<file path="src/rtl/voltage_window_stats_pkg.sv">
// Shared types and constants for the voltage window statistics block:
// report FSM state encoding, report byte tags and default sizing constants.
package voltage_window_stats_pkg;

   localparam int DATA_W_DEF   = 8;
   localparam int WIN_LOG2_DEF = 4;
   localparam logic [7:0] UV_THRESH_DEF = 8'd64;

   localparam logic [1:0] TAG_AVG = 2'd0;
   localparam logic [1:0] TAG_MIN = 2'd1;
   localparam logic [1:0] TAG_MAX = 2'd2;

   typedef enum logic [1:0] {
      R_IDLE = 2'd0,
      R_AVG  = 2'd1,
      R_MIN  = 2'd2,
      R_MAX  = 2'd3
   } rpt_state_t;

endpackage

</file>
<file path="src/rtl/voltage_window_stats_window_accumulator.sv">
// Window accumulator: running sum/min/max/count over 2^WIN_LOG2 samples.
// close_s pulses combinationally on the sample that completes a window; the
// result outputs already include that sample so the caller can latch them on
// the same edge that returns the accumulators to their idle values.
module window_accumulator
   import voltage_window_stats_pkg::*;
#(
   parameter int DATA_W   = DATA_W_DEF,
   parameter int WIN_LOG2 = WIN_LOG2_DEF
) (
   input  logic              clk,
   input  logic              rst_n,
   input  logic              clear,
   input  logic [DATA_W-1:0] sample_in,
   input  logic              sample_valid,
   output logic              close_s,
   output logic [DATA_W-1:0] avg_s,
   output logic [DATA_W-1:0] min_s,
   output logic [DATA_W-1:0] max_s
);

   localparam int SUM_W = DATA_W + WIN_LOG2;

   logic [SUM_W-1:0]    sum_r;
   logic [WIN_LOG2-1:0] count_r;
   logic [DATA_W-1:0]   min_r;
   logic [DATA_W-1:0]   max_r;
   logic [SUM_W-1:0]    sum_next_s;
   logic                last_s;

   // Next-sample arithmetic and window-complete detection (clear suppresses the close).
   always_comb begin
      sum_next_s = sum_r + {{WIN_LOG2{1'b0}}, sample_in};
      last_s     = &count_r;
      close_s    = sample_valid & ~clear & last_s;
      min_s      = (sample_in < min_r) ? sample_in : min_r;
      max_s      = (sample_in > max_r) ? sample_in : max_r;
      avg_s      = sum_next_s[SUM_W-1:WIN_LOG2];
   end

   // Accumulator registers: flush on clear or window close, otherwise fold in the sample.
   always_ff @(posedge clk or negedge rst_n) begin
      if (!rst_n) begin
         sum_r   <= {SUM_W{1'b0}};
         count_r <= {WIN_LOG2{1'b0}};
         min_r   <= {DATA_W{1'b1}};
         max_r   <= {DATA_W{1'b0}};
      end else if (clear || (sample_valid && last_s)) begin
         sum_r   <= {SUM_W{1'b0}};
         count_r <= {WIN_LOG2{1'b0}};
         min_r   <= {DATA_W{1'b1}};
         max_r   <= {DATA_W{1'b0}};
      end else if (sample_valid) begin
         sum_r   <= sum_next_s;
         count_r <= count_r + {{(WIN_LOG2-1){1'b0}}, 1'b1};
         min_r   <= min_s;
         max_r   <= max_s;
      end
   end

endmodule

</file>
<file path="src/rtl/voltage_window_stats.sv">
// Voltage window statistics: accumulates windows of samples and drains each
// window's avg/min/max as three tagged bytes over a valid/ready interface.
// A window that completes while a report is still draining is dropped and
// flagged via sticky overrun, unless the last byte is accepted that same cycle.
// Optional feature macro: UNDERVOLT_ALARM_EN (adds uv_alarm and a run counter).
module voltage_window_stats
   import voltage_window_stats_pkg::*;
#(
   parameter int DATA_W   = DATA_W_DEF,
   parameter int WIN_LOG2 = WIN_LOG2_DEF
`ifdef UNDERVOLT_ALARM_EN
   ,
   parameter logic [DATA_W-1:0] UV_THRESH = DATA_W'(UV_THRESH_DEF)
`endif
) (
   input  logic              clk,
   input  logic              rst_n,
   input  logic [DATA_W-1:0] sample_in,
   input  logic              sample_valid,
   input  logic              clear,
   output logic [DATA_W-1:0] report_data,
   output logic [1:0]        report_tag,
   output logic              report_valid,
   input  logic              report_ready,
   output logic              overrun
`ifdef UNDERVOLT_ALARM_EN
   ,
   output logic              uv_alarm
`endif
);

   rpt_state_t        state_r, state_next_s;
   logic              win_close_s;
   logic [DATA_W-1:0] win_avg_s, win_min_s, win_max_s;
   logic [DATA_W-1:0] res_avg_r, res_min_r, res_max_r;
   logic [DATA_W-1:0] res_avg_next_s, res_min_next_s, res_max_next_s;
   logic [DATA_W-1:0] data_next_s;
   logic [1:0]        tag_next_s;
   logic              valid_next_s, overrun_next_s;
   logic              accept_s, load_s, drop_s;

   window_accumulator #(
      .DATA_W   (DATA_W),
      .WIN_LOG2 (WIN_LOG2)
   ) u_acc (
      .clk          (clk),
      .rst_n        (rst_n),
      .clear        (clear),
      .sample_in    (sample_in),
      .sample_valid (sample_valid),
      .close_s      (win_close_s),
      .avg_s        (win_avg_s),
      .min_s        (win_min_s),
      .max_s        (win_max_s)
   );

   // Report FSM next state, result capture, drop detection and next output byte.
   always_comb begin
      state_next_s   = state_r;
      load_s         = 1'b0;
      drop_s         = 1'b0;
      accept_s       = report_valid & report_ready;
      if (clear) begin
         state_next_s = R_IDLE;
      end else begin
         case (state_r)
            R_IDLE: begin
               if (win_close_s) begin
                  load_s       = 1'b1;
                  state_next_s = R_AVG;
               end else begin
                  state_next_s = R_IDLE;
               end
            end
            R_AVG: begin
               drop_s       = win_close_s;
               state_next_s = accept_s ? R_MIN : R_AVG;
            end
            R_MIN: begin
               drop_s       = win_close_s;
               state_next_s = accept_s ? R_MAX : R_MIN;
            end
            R_MAX: begin
               if (accept_s) begin
                  // Last byte leaves as a new window lands: chain straight into it.
                  load_s       = win_close_s;
                  state_next_s = win_close_s ? R_AVG : R_IDLE;
               end else begin
                  drop_s       = win_close_s;
                  state_next_s = R_MAX;
               end
            end
            default: state_next_s = R_IDLE;
         endcase
      end

      if (load_s) begin
         res_avg_next_s = win_avg_s;
         res_min_next_s = win_min_s;
         res_max_next_s = win_max_s;
      end else begin
         res_avg_next_s = res_avg_r;
         res_min_next_s = res_min_r;
         res_max_next_s = res_max_r;
      end

      case (state_next_s)
         R_AVG:   begin data_next_s = res_avg_next_s; tag_next_s = TAG_AVG; end
         R_MIN:   begin data_next_s = res_min_next_s; tag_next_s = TAG_MIN; end
         R_MAX:   begin data_next_s = res_max_next_s; tag_next_s = TAG_MAX; end
         default: begin data_next_s = {DATA_W{1'b0}}; tag_next_s = TAG_AVG; end
      endcase

      valid_next_s   = (state_next_s != R_IDLE);
      overrun_next_s = clear ? 1'b0 : (overrun | drop_s);
   end

   // Report state, held results and registered report outputs.
   always_ff @(posedge clk or negedge rst_n) begin
      if (!rst_n) begin
         state_r      <= R_IDLE;
         res_avg_r    <= {DATA_W{1'b0}};
         res_min_r    <= {DATA_W{1'b0}};
         res_max_r    <= {DATA_W{1'b0}};
         report_data  <= {DATA_W{1'b0}};
         report_tag   <= TAG_AVG;
         report_valid <= 1'b0;
         overrun      <= 1'b0;
      end else begin
         state_r      <= state_next_s;
         res_avg_r    <= res_avg_next_s;
         res_min_r    <= res_min_next_s;
         res_max_r    <= res_max_next_s;
         report_data  <= data_next_s;
         report_tag   <= tag_next_s;
         report_valid <= valid_next_s;
         overrun      <= overrun_next_s;
      end
   end

`ifdef UNDERVOLT_ALARM_EN
   logic [1:0] uv_run_r;

   // Undervoltage run tracking: alarm after four consecutive low valid samples.
   always_ff @(posedge clk or negedge rst_n) begin
      if (!rst_n) begin
         uv_run_r <= 2'd0;
         uv_alarm <= 1'b0;
      end else if (clear) begin
         uv_run_r <= 2'd0;
         uv_alarm <= 1'b0;
      end else if (sample_valid) begin
         if (sample_in < UV_THRESH) begin
            if (uv_run_r == 2'd3) begin
               uv_alarm <= 1'b1;
            end else begin
               uv_run_r <= uv_run_r + 2'd1;
            end
         end else begin
            uv_run_r <= 2'd0;
            uv_alarm <= 1'b0;
         end
      end
   end
`endif

endmodule

</file>
<file path="config.mk">
export PLATFORM = sky130hd
export DESIGN_NAME = voltage_window_stats
export DESIGN_NICKNAME = d
export VERILOG_FILES = /design/src/rtl/voltage_window_stats_pkg.sv /design/src/rtl/voltage_window_stats_window_accumulator.sv /design/src/rtl/voltage_window_stats.sv
export SDC_FILE = /design/constraint.sdc
export NUM_CORES = 1
export LEC_CHECK = 0
export ABC_AREA = 1
export CAP_MARGIN = 15
export CORE_UTILIZATION = 49
export CTS_BUF_LIST = sky130_fd_sc_hd__clkbuf_8
export CTS_CLUSTER_SIZE = 12
export DETAILED_ROUTE_END_ITERATION = 8
export PLACE_DENSITY = 0.68
export SLEW_MARGIN = 0
export SYNTH_ARGS = -nofsm -noshare
export SYNTH_HDL_FRONTEND = slang
export SYNTH_SLANG_ARGS = --single-unit
</file>
<file path="constraint.sdc">
create_clock -name clk -period 2.3 [get_ports clk]
set_input_delay 0.575 -clock clk [delete_from_list [all_inputs] [get_ports clk]]
set_output_delay 0.575 -clock clk [all_outputs]
set_load 0.1 [all_outputs]
</file>
==> run_results.csv, run 1 <==
group,metric,value,unit
global_route,grt_max_degree,71,
setup_path,worstPathRequired,2610,ps
setup_path,crit_arrival,2500,ps
place,dpl.cell_count,684,
sta,final-setup-viol-count,0,
sta,fin_skew,11.0,ps
setup_path,crit_chain,"clkdlybuf4s50_1, buf_4, ha_1, nand2_1, inv_1, nor2_1, o21a_1, buf_4, nand3_1, buf_4, nand3_1, o21ai_0, inv_1",
global_route,grt_pass1_wl,16.9,mm
sta,timing.fmax,457,MHz
detailed_routing,dr_wl_met3,452,um
setup_path,start_kind,"input port",
setup_path,worstSetupPathType,"input port to flip-flop",
pwr,p_per_area,556,nW/um^2
detailed_routing,wl_met1,4.62,mm
cts,cts-root-buf,"clkbuf_8",
floorplanning,core-area,8220,sq um
place,io_buffers,24,
yosys,synth_edf_count,0,
cts,ctsLongestPathBuffers,2,
yosys,synth_area_per_cell,8.23,sq um
sta,worst_pin_slew,618,ps
cells_and_area,synthToLayoutAreaGrowth,24.3,%
pwr,ir_drop,304,uV
cells_and_area,nFillCells,722,
cells_and_area,final_cell_mix,"110 x nand2_1, 77 x nand3_1, 65 x buf_4, 62 x inv_1, 62 x dfrtp_1",
sta,relSlewSlack,0.587,
setup_path,cp-end-kind,"flip-flop",
setup_path,critPathMaxFanout,8,
cells_and_area,layout_commonest_cell,"nand2_1",
sta,finalWorstSetupSlack,112,ps
cts,clkSinkCount,70,
worst_hold_path,hp-class,"input port to async pin",
cells_and_area,drive_gt1_frac,0.262,
yosys,async_flop_share,1.00,
global_route,grt_overflow,0,
yosys,syn_nets,551,
status,status,"complete, no violations",
cells_and_area,fin_util,0.632,
setup_path,cpMostUsedCell,"buf_4",
setup_path,max_stage_delay,480,ps
floorplanning,rows,33,
cts,cts_tree,"built",
floorplanning,die_area,8900,sq um
yosys,synth-seq-cells,70,
sta,rsz0062_at_grt,"no",
yosys,synth_area,4180,sq um
detailed_routing,drt-pass1-iter-count,5,
cts,htreeDepth,3,
detailed_routing,routed-via-count,3622,
cells_and_area,num-nets-final,634,
floorplanning,ios,25,
pwr,p_leak,2.80,nW
yosys,synth-main-ff-cell,"dfrtp_1",
setup_path,critPathTopFamily,"buffers and inverters",
floorplanning,die_y,94.4,um
detailed_routing,wl_met2,4.86,mm
cts,cts_buffers,9,
global_route,grt_pass1_vias,3567,
detailed_routing,viasPerCell,5.17,
cells_and_area,antenna_cells,0,
sta,layout_min_cycle_time,2190,ps
global_route,track_usage,0.254,
floorplanning,start_util,0.509,
place,pre_cts_ws,-451,ps
cells_and_area,fin_cells,701,
detailed_routing,drtIter0Drc,183,
yosys,synthCells,508,
setup_path,path_buf_inv,6,
cts,cts.clk_slew.worst_paths,90,ps
sta,slew_violations,0,
detailed_routing,drc,0,
yosys,yosys_warnings,0,
detailed_routing,detail-route-antenna-nets,0,
sta,hold_viol_final,0,
floorplanning,die_x,94.4,um
detailed_routing,dr.max_layer_used,"met4",
job,cap_viol_max_count,0,
cts,insertion_delay,360,ps
setup_path,slowest_stage,"clkdlybuf4s50_1",
global_route,antenna_found_initial,0,
sta,fin_crit_sh,0.951,
yosys,synth_cell_types,35,
detailed_routing,wl_per_cell,14.4,um
yosys,yosysSeqAreaShare,0.422,
detailed_routing,wl,10.1,mm
cts,ctsHoldBuffers,0,
place,dp_hpwl,7.50,mm
place,gp_congestion,0.933,
## worst reg2reg max path, stage by stage (launching register included)
cell and delay [ps]:
dfstp_2 550, inv_1 40, ha_1 280, nand2_1 60
inv_1 30, nor2_1 80, o21a_1 160, buf_4 160
nand3_1 130, buf_4 160, nand3_1 120, o21ai_0 100
inv_1 80
## synth_stat cells, drive strengths merged (2+ instances only)
cell | number | area (sq um)
nand2 | 118 | 450
nand3 | 88 | 490
inv | 63 | 236
dfrtp | 62 | 1550
ha | 29 | 363
o21ai | 26 | 138
or2 | 24 | 150
and2 | 22 | 138
nor2 | 18 | 77.6
a21oi | 14 | 77.6
dfstp | 8 | 210
buf | 7 | 62.6
nand4 | 5 | 37.5
xor2 | 5 | 43.8
clkbuf | 4 | 15.0
a21o | 3 | 22.5
a22o | 3 | 26.3
o22ai | 2 | 12.5
## worst paths after layout
path / start / slack [ps] / endpoint / cells after the start
setup / recovery: sample_in[6] / 110 / u_acc.min_r[0]$_DFFE_PN1P_ / 13
hold / removal: rst_n / 240 / overrun$_DFF_PN0_ / 2
setup reg to reg: u_acc.min_r[7]$_DFFE_PN1P_ / 300 / u_acc.min_r[0]$_DFFE_PN1P_ / 12
hold reg to reg: res_avg_r[0]$_DFF_PN0_ / 480 / res_avg_r[0]$_DFF_PN0_ / 2
max in group asynchronous: rst_n / 1740 / u_acc.min_r[1]$_DFFE_PN1P_ / 2
min in group clk: res_avg_r[0]$_DFF_PN0_ / 480 / res_avg_r[0]$_DFF_PN0_ / 2
## through the flow
step | hold slack (ps) | power [mW] | setup TNS (ps) | cell area [sq um]
6_report | 236 | 2.89 | 0 | 5190
5_1_grt | 260 | 3.05 | 0 | 5190
4_1_cts | 241 | 2.89 | 0 | 5120
3_5_place_dp | 463 | 1.93 | -14160 | 4940
3_3_place_gp | 460 | 1.91 | -11550 | 4940
2_1_floorplan | 279 | 1.66 | 0 | 4180
## where the power goes
part	internal [mW]	total, mW	switching, mW
sequential	1.29	1.32	0.0349
clock	0.411	0.959	0.548
combinational	0.267	0.608	0.341
## routing by layer
layer / vias up / global-route usage
met1: 1697 / 0.338
li1: 1823 / -
met2: 85 / 0.415
met3: 17 / 0.0370
met5: - / 0
met4: 0 / 0.105
## registers in the layout, indices dropped and copies added (netlist names), 2 cells and up
| signal | cells |
|---|---|
| u_acc.sum_r | 12 |
| report_data | 8 |
| res_avg_r | 8 |
| res_max_r | 8 |
| res_min_r | 8 |
| u_acc.max_r | 8 |
| u_acc.min_r | 8 |
| u_acc.count_r | 4 |
| report_tag | 2 |
| state_r | 2 |
## cells by family (layout without fill, tap and decap cells)
family / Yosys count / in the layout / share of synthesized area
AOI/OAI and AO/OA: 52 / 52 / 0.0740
xor gates and xnor gates: 5 / 5 / 0.0105
DFF: 70 / 70 / 0.422
buffers and inverters: 74 / 162 / 0.0751
adders and majority gates: 30 / 30 / 0.0916
and+or+nand+nor: 277 / 277 / 0.327
## area by class of cell
| class | instances | area, sq um | area share |
|---|---|---|---|
| Clock buffer | 9 | 124 | 0.0238 |
| Clock inverter | 7 | 61.3 | 0.0118 |
| Inverter | 63 | 236 | 0.0455 |
| Multi-Input combinational cell | 364 | 2150 | 0.414 |
| Sequential cell | 70 | 1760 | 0.339 |
| Tap cell | 105 | 131 | 0.0253 |
| Timing Repair Buffer | 83 | 729 | 0.140 |
## repair_timing
item / CTS / global route
resized for setup: 1 / 21
gates cloned: 0 / 0
buffers inserted: 0 / 1
pin swaps: 1 / 3
endpoints found under the setup margin: 7 / 30
Note: power is estimated with default switching activity, not from simulation.
==> run 2: changes to the inputs <==
--- a/config.mk
+++ b/config.mk
@@ -6,12 +6,11 @@
 export NUM_CORES = 1
 export LEC_CHECK = 0
 export ABC_AREA = 1
-export CAP_MARGIN = 15
-export CORE_UTILIZATION = 49
+export CORE_UTILIZATION = 62
 export CTS_BUF_LIST = sky130_fd_sc_hd__clkbuf_8
 export CTS_CLUSTER_SIZE = 12
 export DETAILED_ROUTE_END_ITERATION = 8
-export PLACE_DENSITY = 0.68
+export PLACE_DENSITY = 0.83
 export SLEW_MARGIN = 0
 export SYNTH_ARGS = -nofsm -noshare
 export SYNTH_HDL_FRONTEND = slang
==> run_results.csv, run 2 (synthesized netlist as in run 1, its figures left out) <==
group,metric,value,unit
cells_and_area,num-nets-final,627,
pwr,comb_power_share,0.193,
detailed_routing,routed-via-count,3788,
cells_and_area,fin_area,5210,sq um
cells_and_area,regMostFlops,"u_acc.sum_r",
cells_and_area,largest_reg_flops,12,
place,io_buffers,24,
setup_path,worstPathRequired,2540,ps
pwr,ir_drop,406,uV
cells_and_area,layout_commonest_cell,"nand2_1",
floorplanning,die_area,7070,sq um
status,violations,"design-rule violations",
floorplanning,die_y,84.1,um
cells_and_area,synthToLayoutAreaGrowth,24.7,%
cts,ctsHoldBuffers,0,
sta,timing.fmax,442,MHz
sta,final-setup-viol-count,0,
floorplanning,ios,25,
global_route,grt_overflow,0,
floorplanning,core-area,6420,sq um
cells_and_area,antenna_cells,0,
detailed_routing,wl,10.9,mm
cts,ctsLongestPathBuffers,2,
detailed_routing,drtIter0Drc,353,
cts,clkSinkCount,70,
setup_path,slowest_stage,"clkdlybuf4s50_1",
cells_and_area,drive_gt1_frac,0.267,
cts,cts_buffers,9,
sta,whs,172,ps
cts,insertion_delay,360,ps
pwr,p_int,2.29,mW
sta,slew_violations,0,
cts,cts.clk_slew.worst_paths,90,ps
job,cap_viol_max_count,0,
pwr,power.switching,947,uW
setup_path,max_stage_delay,500,ps
pwr,swShare,0.292,
global_route,grt_pass1_vias,3541,
sta,layout_min_cycle_time,2260,ps
detailed_routing,drt-pass1-iter-count,8,
sta,relSlewSlack,0.587,
sta,hold_viol_final,0,
floorplanning,rows,29,
pwr,p_per_area,622,nW/um^2
setup_path,critPathMaxFanout,3,
setup_path,crit_arrival,2510,ps
global_route,track_usage,0.320,
setup_path,cp-end-kind,"flip-flop",
setup_path,crit_chain,"clkdlybuf4s50_1, ha_1, nand2_1, inv_1, a21oi_1, xor2_1, nand2_1, nand3_1, nand3_1",
setup_path,worstReg2RegStart,"u_acc.count_r[0]$_DFFE_PN0P_",
global_route,grt_max_degree,49,
sta,rsz0062_at_grt,"yes",
cts,cts-root-buf,"clkbuf_8",
detailed_routing,drc,11,
setup_path,start_kind,"input port",
place,gp_congestion,0.927,
pwr,seqPwrFrac,0.408,
global_route,antenna_found_initial,0,
floorplanning,die_x,84.1,um
floorplanning,start_util,0.651,
cts,cts_tree,"built",
worst_hold_path,hp-class,"input port to async pin",
place,dp_hpwl,7.32,mm
setup_path,startpoint,"sample_in[4]",
pwr,p_clk_frac,0.399,
sta,fin_skew,8.90,ps
cts,htreeDepth,3,
pwr,p_leak,2.81,nW
sta,fin_crit_sh,0.984,
cells_and_area,final_cell_mix,"111 x nand2_1, 67 x nand3_1, 62 x inv_1, 62 x dfrtp_1, 60 x buf_4",
status,status,"finished, violations left",
detailed_routing,viasPerCell,5.69,
detailed_routing,detail-route-antenna-nets,0,
detailed_routing,wl_per_cell,16.3,um
setup_path,rr_worst_depth,11,
global_route,grt_pass1_wl,17.3,mm
sta,worst_pin_slew,619,ps
place,placed_area,4820,sq um
setup_path,worstSetupPathType,"input port to flip-flop",
==> run 2: cell count changes in the layout (fill, tap and decap cells not counted), sizes merged <==
cell,delta
buf,-7
bufinv,+3
clkinv,-1
clkinvlp,-2
==> run 2: path summary, 6_finish.rpt <==
path	endpoint	slack, ps
worst max-delay path	report_data[1]$_DFF_PN0_	40
worst min-delay path	report_data[0]$_DFF_PN0_	170
worst max register to register	report_data[6]$_DFF_PN0_	220
worst min register to register	overrun$_DFF_PN0_	490
max in group asynchronous	u_acc.min_r[7]$_DFFE_PN1P_	1480
min in group clk	overrun$_DFF_PN0_	490
==> run 2: layout make-up <==
type,instances,area (sq um)
timing repair buffer,76,652
sequential,70,1760
tap,77,96.3
fill,399,1210
clock inverter,7,128
inverter,63,236
clock buffer,9,124
multi-input combinational,364,2210
==> run 2: worst max-delay path: cells and delay by family <==
kind / cells / cell delay (ps)
buf+inv: 2 / 570
fa+ha+maj: 1 / 390
simple gates: 4 / 500
compound gates: 1 / 170
xor+xnor: 1 / 300
==> run 2: what timing repair did <==
action	CTS	global route
gates resized for setup	4	27
setup endpoints to repair	11	35
pin swaps	1	4
setup buffers	0	1
==> run 2: per-layer routing <==
layer | wire [um] | part of all wire | GRT usage | vias to the layer above
li1 | - | - | - | 1809
met1 | 4560 | 0.42 | 0.439 | 1768
met2 | 5350 | 0.49 | 0.522 | 177
met3 | 696 | 0.064 | 0.0376 | 34
met4 | 284 | 0.026 | 0.127 | 0
met5 | 0 | 0 | 0 | -
==> run 2: power groups by stage <==
| stage | clock, mW | sequential [mW] | combinational (mW) |
|---|---|---|---|
| 6_report | 1.29 | 1.32 | 0.625 |
| 5_1_grt | 1.33 | 1.33 | 0.696 |
| 4_1_cts | 1.29 | 1.32 | 0.588 |
| 3_5_place_dp | 0 | 1.34 | 0.573 |
| 3_3_place_gp | 0 | 1.34 | 0.552 |
| 2_1_floorplan | 0 | 1.33 | 0.324 |
==> run 2: metrics by stage <==
stage,cells,TNS (ps),power [mW],worst slack [ps],utilization
global route,666,-63.8,3.36,-33.6,0.811
global placement,649,-13450,1.89,-405,0.751
floorplan,508,0,1.66,194,-
detailed placement,649,-15920,1.92,-473,0.751
finish,666,0,3.24,36.8,0.811
CTS,665,0,3.19,0.330,0.793
